<file path="src/rtl/lms_rx_deinterleave.sv">
// lms_rx_deinterleave: framed I/Q deinterleaver for the LMS RX bus feeding the umtrx_core ADC inputs.
// Pairs an I sample (rx_iqsel=1) with the following Q sample (rx_iqsel=0) and emits one aligned
// pair per adc_strobe. Framing faults (duplicate I, orphan Q while locked) are counted and drop lock.
// Optional macro LMS_RX_PATTERN_CHECK_EN adds a ramp/complement pattern checker
// (pat_clear in, pat_err_cnt out).
module lms_rx_deinterleave #(
    parameter int DW         = 12,
    parameter int LOCK_PAIRS = 16,
    parameter int ERRW       = 16
) (
    input  logic            clk,
    input  logic            rst_n,
    input  logic            enable,
    input  logic            swap_iq,
    input  logic            rx_iqsel,
    input  logic [DW-1:0]   rx_d,
    output logic [DW-1:0]   adc_a,
    output logic [DW-1:0]   adc_b,
    output logic            adc_strobe,
    output logic            locked,
    output logic [ERRW-1:0] err_cnt,
    input  logic            err_clear
`ifdef LMS_RX_PATTERN_CHECK_EN
    ,
    input  logic            pat_clear,
    output logic [15:0]     pat_err_cnt
`endif
);

    typedef enum logic {WAIT_I, HAVE_I} state_t;

    state_t        state;
    logic [DW-1:0] i_hold;
    logic [DW-1:0] pair_i;
    logic [DW-1:0] pair_q;
    logic          pend;
    logic [7:0]    good_cnt;
    logic [7:0]    good_inc;
    logic [7:0]    good_next;
    logic          dup_i;
    logic          orphan_q;
    logic          pair_in;
    logic          frame_err;
    logic          emit;

    // A Q completing a held I forms a pair; orphan Q only counts as a fault once locked.
    assign dup_i     = enable && state == HAVE_I && rx_iqsel;
    assign orphan_q  = enable && state == WAIT_I && !rx_iqsel && locked;
    assign pair_in   = enable && state == HAVE_I && !rx_iqsel;
    assign frame_err = dup_i || orphan_q;
    // Pair captured on the previous edge is presented now unless enable has fallen.
    assign emit      = enable && pend;

    // Good-pair count advances with each presented pair and saturates at the lock threshold.
    always_comb begin
        good_inc  = (emit && good_cnt < 8'(LOCK_PAIRS)) ? good_cnt + 8'd1 : good_cnt;
        good_next = (!enable || frame_err) ? 8'd0 : good_inc;
    end

    // Framing FSM: any I (re)loads the hold register, any Q returns to hunting for I.
    always_ff @(posedge clk or negedge rst_n) begin
        if (!rst_n) begin
            state  <= WAIT_I;
            i_hold <= '0;
        end else if (!enable) begin
            state  <= WAIT_I;
        end else if (rx_iqsel) begin
            state  <= HAVE_I;
            i_hold <= rx_d;
        end else begin
            state  <= WAIT_I;
        end
    end

    // Capture the completed pair so the I hold register is free for the next I.
    always_ff @(posedge clk or negedge rst_n) begin
        if (!rst_n) begin
            pend   <= 1'b0;
            pair_i <= '0;
            pair_q <= '0;
        end else begin
            pend <= pair_in;
            if (pair_in) begin
                pair_i <= i_hold;
                pair_q <= rx_d;
            end
        end
    end

    // Output registers: load with optional rail swap and pulse the strobe for one cycle.
    always_ff @(posedge clk or negedge rst_n) begin
        if (!rst_n) begin
            adc_a      <= '0;
            adc_b      <= '0;
            adc_strobe <= 1'b0;
        end else begin
            adc_strobe <= emit;
            if (emit) begin
                adc_a <= swap_iq ? pair_q : pair_i;
                adc_b <= swap_iq ? pair_i : pair_q;
            end
        end
    end

    // Lock tracks the saturated good-pair count; faults and disable clear both together.
    always_ff @(posedge clk or negedge rst_n) begin
        if (!rst_n) begin
            good_cnt <= '0;
            locked   <= 1'b0;
        end else begin
            good_cnt <= good_next;
            locked   <= good_next == 8'(LOCK_PAIRS);
        end
    end

    // Saturating framing-error counter; clear wins over a simultaneous fault.
    always_ff @(posedge clk or negedge rst_n) begin
        if (!rst_n) begin
            err_cnt <= '0;
        end else if (err_clear) begin
            err_cnt <= '0;
        end else if (frame_err && !(&err_cnt)) begin
            err_cnt <= err_cnt + 1'b1;
        end
    end

`ifdef LMS_RX_PATTERN_CHECK_EN
    logic          seeded;
    logic [DW-1:0] ref_i;
    logic          pat_bad;

    assign pat_bad = seeded && ((pair_i != ref_i + DW'(1)) || (pair_q != ~pair_i));

    // Pattern checker: the first pair after reset, fault or disable only seeds the reference.
    always_ff @(posedge clk or negedge rst_n) begin
        if (!rst_n) begin
            seeded      <= 1'b0;
            ref_i       <= '0;
            pat_err_cnt <= '0;
        end else begin
            seeded <= (!enable || frame_err) ? 1'b0 : (seeded || emit);
            if (emit)
                ref_i <= pair_i;
            if (pat_clear)
                pat_err_cnt <= '0;
            else if (emit && pat_bad && !(&pat_err_cnt))
                pat_err_cnt <= pat_err_cnt + 16'd1;
        end
    end
`endif

endmodule

</file>
<file path="config.mk">
export PLATFORM = sky130hd
export DESIGN_NAME = lms_rx_deinterleave
export DESIGN_NICKNAME = d
export VERILOG_FILES = /design/src/rtl/lms_rx_deinterleave.sv
export SDC_FILE = /design/constraint.sdc
export NUM_CORES = 1
export LEC_CHECK = 0
export CORE_MARGIN = 2
export CORE_UTILIZATION = 40
export DETAILED_ROUTE_END_ITERATION = 8
export GPL_TIMING_DRIVEN = 0
export HOLD_SLACK_MARGIN = 0.03
export PLACE_DENSITY_LB_ADDON = 0.2
export SYNTH_ARGS = -nofsm -noshare
export SYNTH_HDL_FRONTEND = slang
export SYNTH_SLANG_ARGS = --single-unit
</file>
<file path="constraint.sdc">
create_clock -name clk -period 1.7 [get_ports clk]
set_input_delay 0.34 -clock clk [delete_from_list [all_inputs] [get_ports clk]]
set_output_delay 0.34 -clock clk [all_outputs]
set_load 0.01 [all_outputs]
</file>
==> results.json, run 1 <==
{
  "die_h_um": 103,
  "start_util_pct": 40.8,
  "ys_types": 47,
  "cts_root_buffer": "clkbuf_8",
  "hold_viol": 0,
  "p_per_area_mw_per_mm2": 944,
  "slew_headroom_pct": 53.6,
  "setup_ws_ns": -0.158,
  "clock-sinks": 88,
  "drc": 0,
  "crit_fanout": 2,
  "outcome": "finished, violations left",
  "final_area_mm2": 0.00560,
  "fin_worst_skew_ns": 0.00887,
  "grt_util_met1_pct": 26.3,
  "cts.path.max_buffers": 2,
  "irDropWorstVdd_uv": 452,
  "core_mm2": 0.00968,
  "grt_max_degree": 72,
  "avgViaCountPerCell": 5.09,
  "avgSynthCellArea_um2": 10.2,
  "fin_util_pct": 57.9,
  "slew_violations": 0,
  "placed_area_mm2": 0.00471,
  "arrival_ns": 2.11,
  "nets": 517,
  "grt_pass1_wl_um": 14800,
  "num_io_pins": 60,
  "ant_nets": 0,
  "ctsHtreeMaxLevel": 3,
  "antenna_found_initial": 0,
  "final_cells": 635,
  "route.vias.total": 3231,
  "maxCapViolCount": 0,
  "hpwlAfterDp_um": 6390,
  "clkTransAtPathRegs_ns": 0.09,
  "wl_per_cell_um": 15.5,
  "syn-num-nets": 407,
  "end_kind": "flip-flop",
  "period_share_pct": 109,
  "diodes": 0,
  "syn2layout_area_growth_pct": 41.8,
  "fp-row-count": 36,
  "hold_path.class": "in -> async",
  "setup-violations-final": 11,
  "synth_seq_area_share_pct": 55.7,
  "tightest_slew_ns": 0.696,
  "clkLatencyLatePin_ns": 0.36,
  "most-common-layout-cells": "nand2_1, dfrtp_1, clkdlybuf4s50_1",
  "portBuffers": 57,
  "routed_wl_um": 9840,
  "finalCriticalPeriod_ns": 1.86,
  "r2r_setup_slack_ns": -0.16,
  "cp-start-kind": "flip-flop",
  "busiest_layer": "met2",
  "cts_tree": "done",
  "clock.fmax_ghz": 0.538,
  "grt_pass1_vias": 2927,
  "syn_area_mm2": 0.00395,
  "mostFrequentLayoutCell": "nand2_1",
  "grtUsageTotal_pct": 18.2,
  "grt_util_met2_pct": 26.8,
  "required_ns": 1.95,
  "ys_ff_latch": 88,
  "reg2reg_depth": 5,
  "rsz0062_at_grt": "yes",
  "violations": "setup timing",
  "setup_tns_ns": -0.619,
  "place_inst": 578,
  "p_total_mw": 5.29,
  "finalWeightedCongestion": 0.861,
  "die-area_mm2": 0.0107,
  "drt-initial-drc-count": 119,
  "numCtsBuffers": 9,
  "r2r_end": "locked",
  "power_leakage_nw": 2.67,
  "critPathKind": "reg -> reg",
  "synth_warnings": 0,
  "reg2reg_from": "good_cnt[0]",
  "drive_gt1_share_pct": 24.5,
  "die_w_um": 103,
  "grt_use_met3_pct": 3.83,
  "globalRoute.totalOverflow": 0,
  "dr.pass1.iters": 4,
  "syn_inst": 387
}
cell usage after synthesis (all sizes together):
| master | count | share of area, % |
|---|---|---|
| dfrtp | 88 | 56 |
| inv | 8 | 0.76 |
| nor4 | 7 | 1.6 |
| or4 | 8 | 1.6 |
| and2 | 4 | 0.67 |
| and3 | 1 | 0.16 |
| ha | 2 | 0.63 |
| buf | 3 | 0.32 |
| or3 | 3 | 0.48 |
| nand3 | 9 | 1.3 |
| nor2b | 3 | 0.48 |
| nor3b | 1 | 0.32 |
| nand2b | 2 | 0.32 |
| mux2i | 26 | 6.6 |
| o2111ai | 2 | 0.60 |
| clkbuf | 15 | 1.4 |
| mux2 | 16 | 4.6 |
| or3b | 1 | 0.22 |
| a31oi | 1 | 0.16 |
| or4b | 1 | 0.35 |
| nand4 | 6 | 0.95 |
| xnor2 | 1 | 0.22 |
| o211ai | 1 | 0.19 |
| o31ai | 8 | 1.5 |
| nand3b | 1 | 0.19 |
| nor3 | 5 | 0.63 |
| a21oi | 13 | 1.7 |
| nand2 | 103 | 9.8 |
| o31a | 1 | 0.22 |
| and4 | 2 | 0.44 |
| nor2 | 14 | 1.3 |
| xor2 | 1 | 0.22 |
| a211oi | 1 | 0.19 |
| o21ai | 27 | 3.4 |
| and4b | 1 | 0.25 |
| a2111oi | 1 | 0.38 |
per-layer routing:
layer  vias to the layer above  routed length, um
met5                         -                  0
met1                      1571               4750
met4                         0                271
li1                       1562                  -
met2                        77               4500
met3                        21                322
power breakdown:
group	switching [mW]	total (mW)	internal (mW)
registers	0.226	2.62	2.40
logic	0.423	0.901	0.478
clock network	0.772	1.76	0.992
critical path, cell delays in order (launching register included):
cell,delay [ns]
dfrtp_1,0.36
ha_1,0.14
or4b_4,0.46
or4_4,0.44
a21oi_4,0.15
and4b_1,0.20
flip-flops by register name (all words and copies together) (netlist names), 8 cells and up:
name      count
i_hold       12
pair_q       12
pair_i       12
err_cnt      16
adc_b        12
good_cnt      8
adc_a        12
final cells by class:
type	count	area (um^2)
Fill cell	814	4080
Sequential cell	88	2210
Multi-Input combinational cell	273	1910
Timing Repair Buffer	99	943
Tap cell	133	166
Clock inverter	7	125
Clock buffer	9	124
Buffer	18	88.8
Inverter	8	30.0
logic make-up after synthesis:
group / after synthesis / synth area share [%]
muxes: 42 / 11.1
xor gates and xnor gates: 2 / 0.444
buffers and inverters: 26 / 2.50
AOI/OAI and AO/OA: 55 / 8.43
adders and majority gates: 2 / 0.633
DFF: 88 / 55.7
and+or+nand+nor: 172 / 21.1
timing repair:
item | in CTS | in global routing
pin swaps | 4 | 18
endpoints found under the setup margin | 35 | 55
gates resized for setup | 29 | 58
hold endpoints to repair | 17 | 0
setup buffers | 18 | 23
hold buffers | 1 | 0
through the flow:
| step | hold slack (ns) | setup slack [ns] |
|---|---|---|
| after detailed placement | 0.231 | -0.714 |
| after global routing | 0.412 | -0.222 |
| after floorplan | 0.0444 | -0.143 |
| after CTS | 0.356 | -0.153 |
| after global placement | 0.452 | -2.89 |
| final | 0.394 | -0.158 |
worst max path at each step:
stage | from | endpoint | slack (ns) | depth (start not counted)
after floorplan | good_cnt[0] | locked | -0.14 | 5
after global placement | rst_n | i_hold[3] | -2.89 | 1
after detailed placement | rx_iqsel | err_cnt[5] | -0.71 | 6
after CTS | good_cnt[0] | locked | -0.15 | 5
after global routing | good_cnt[0] | locked | -0.22 | 5
final | good_cnt[0] | locked | -0.16 | 5
Note: power is estimated with default switching activity, not from simulation.
==> run 2, diff against run 1 <==
Settings changed: GPL_TIMING_DRIVEN 0 to default.
==> results.json, run 2 (synthesized netlist as in run 1, its figures left out) <==
{
  "outcome": "finished, violations left",
  "violations": "setup timing",
  "finalCriticalPeriod_ns": 1.84,
  "wl_per_cell_um": 13.9,
  "cts_tree": "done",
  "antenna_found_initial": 0,
  "cts_root_buffer": "clkbuf_8",
  "portBuffers": 59,
  "cts.path.max_buffers": 2,
  "grt_max_degree": 49,
  "drt-initial-drc-count": 128,
  "required_ns": 1.94,
  "slowest_delay_ns": 0.47,
  "fin_worst_skew_ns": 0.0137,
  "route.vias.total": 3159,
  "die_w_um": 103,
  "top_register": "err_cnt",
  "avgViaCountPerCell": 4.97,
  "grt_pass1_vias": 2911,
  "globalRoute.totalOverflow": 0,
  "die_h_um": 103,
  "place_inst": 612,
  "cp-start-kind": "flip-flop",
  "numCtsBuffers": 9,
  "hold_path.class": "in -> async",
  "num_io_pins": 60,
  "core_mm2": 0.00968,
  "ant_nets": 0,
  "maxCapViolCount": 0,
  "routed_wl_um": 8850,
  "grtUsageTotal_pct": 17.6,
  "tightest_slew_ns": 0.415,
  "setup-violations-final": 5,
  "hpwlAfterDp_um": 6470,
  "fp-row-count": 36,
  "clkTransAtPathRegs_ns": 0.09,
  "largest_reg_flops": 16,
  "setup_tns_ns": -0.330,
  "period_share_pct": 108,
  "nets": 518,
  "start_util_pct": 40.8,
  "power_leakage_nw": 2.60,
  "critPathSlowestCell": "or4b_4",
  "finalWeightedCongestion": 0.836,
  "drive_gt1_share_pct": 22.1,
  "arrival_ns": 2.09,
  "num-fill-cells": 879,
  "grt_pass1_wl_um": 14500,
  "die-area_mm2": 0.0107,
  "final_cells": 636,
  "critPathKind": "reg -> reg",
  "irDropWorstVdd_uv": 362,
  "rsz0062_at_grt": "yes",
  "drc": 0,
  "ctsHtreeMaxLevel": 3,
  "critical_path.cell_chain": "ha_1, or4b_4, or4_4, a21oi_4, and4b_1",
  "diodes": 0,
  "clkLatencyLatePin_ns": 0.36,
  "dr.pass1.iters": 4,
  "end_kind": "flip-flop",
  "mostFrequentLayoutCell": "nand2_1",
  "most-common-layout-cells": "nand2_1, dfrtp_1, buf_4",
  "crit_fanout": 2,
  "setup_ws_ns": -0.144,
  "clock-sinks": 88,
  "syn2layout_area_growth_pct": 38.5,
  "slew_headroom_pct": 72.3,
  "clock.fmax_ghz": 0.542,
  "hold_viol": 0,
  "p_per_area_mw_per_mm2": 920,
  "slew_violations": 0
}
-- run 2: where the power goes --
part / switching (mW) / leakage [nW] / total [mW] / internal (mW)
registers: 0.208 / 1.14 / 2.61 / 2.40
logic: 0.421 / 1.35 / 0.923 / 0.501
clock network: 0.801 / 0.103 / 1.51 / 0.708
total: 1.43 / 2.60 / 5.04 / 3.61
-- run 2: through the flow --
stage	hold slack [ns]	instance area [um^2]	setup WS [ns]	utilization (%)	total power [mW]
6_report	0.459	5470	-0.144	56.5	5.04
5_1_grt	0.471	5470	-0.202	56.5	5.34
4_1_cts	0.463	5330	-0.153	55.1	5.09
3_5_place_dp	0.296	5080	-0.500	52.5	3.58
3_3_place_gp	0.293	5080	-0.454	52.5	3.54
2_1_floorplan	0.0444	3950	-0.143	-	3.02
-- run 2: final cells by class --
| cell class | instances | area [um^2] | area share (%) |
|---|---|---|---|
| sequential | 88 | 2210 | 40.3 |
| multi-input combinational | 273 | 1770 | 32.4 |
| timing repair buffer | 118 | 1090 | 19.9 |
| tap | 133 | 166 | 3.04 |
| clock buffer | 9 | 124 | 2.26 |
| clock inverter | 7 | 83.8 | 1.53 |
| inverter | 8 | 30.0 | 0.549 |
-- run 2: final timing paths --
path                       slack, ns         end   startpoint  depth (start not counted)
max                            -0.14      locked  good_cnt[1]                          5
min                             0.46  err_cnt[0]        rst_n                          2
max reg2reg                    -0.14      locked  good_cnt[1]                          5
min reg2reg                     0.47   pair_i[7]    i_hold[7]                          2
max in group asynchronous       0.74  err_cnt[2]        rst_n                          3
min in group clk                0.47   pair_i[7]    i_hold[7]                          2
-- run 2: repair_timing --
action,CTS,global route
buffers inserted,4,3
endpoints found under the hold margin,26,0
hold buffers,1,0
resized for setup,19,27
pin swaps,1,8
endpoints found under the setup margin,28,18
-- run 2: critical path, delay by kind of cell, from the launching register on --
family / cells / cell delay, ns
simple gates: 3 / 1.11
flops: 1 / 0.36
fa+ha+maj: 1 / 0.14
compound gates: 1 / 0.14
-- run 2: routing by layer --
layer  vias up  wire length (um)  GRT usage [%]
met5         -                 0              0
met4         0                84           4.86
met3         6               405           3.90
met2        67              3790           24.3
met1      1522              4580           27.6
li1       1564                 -              -
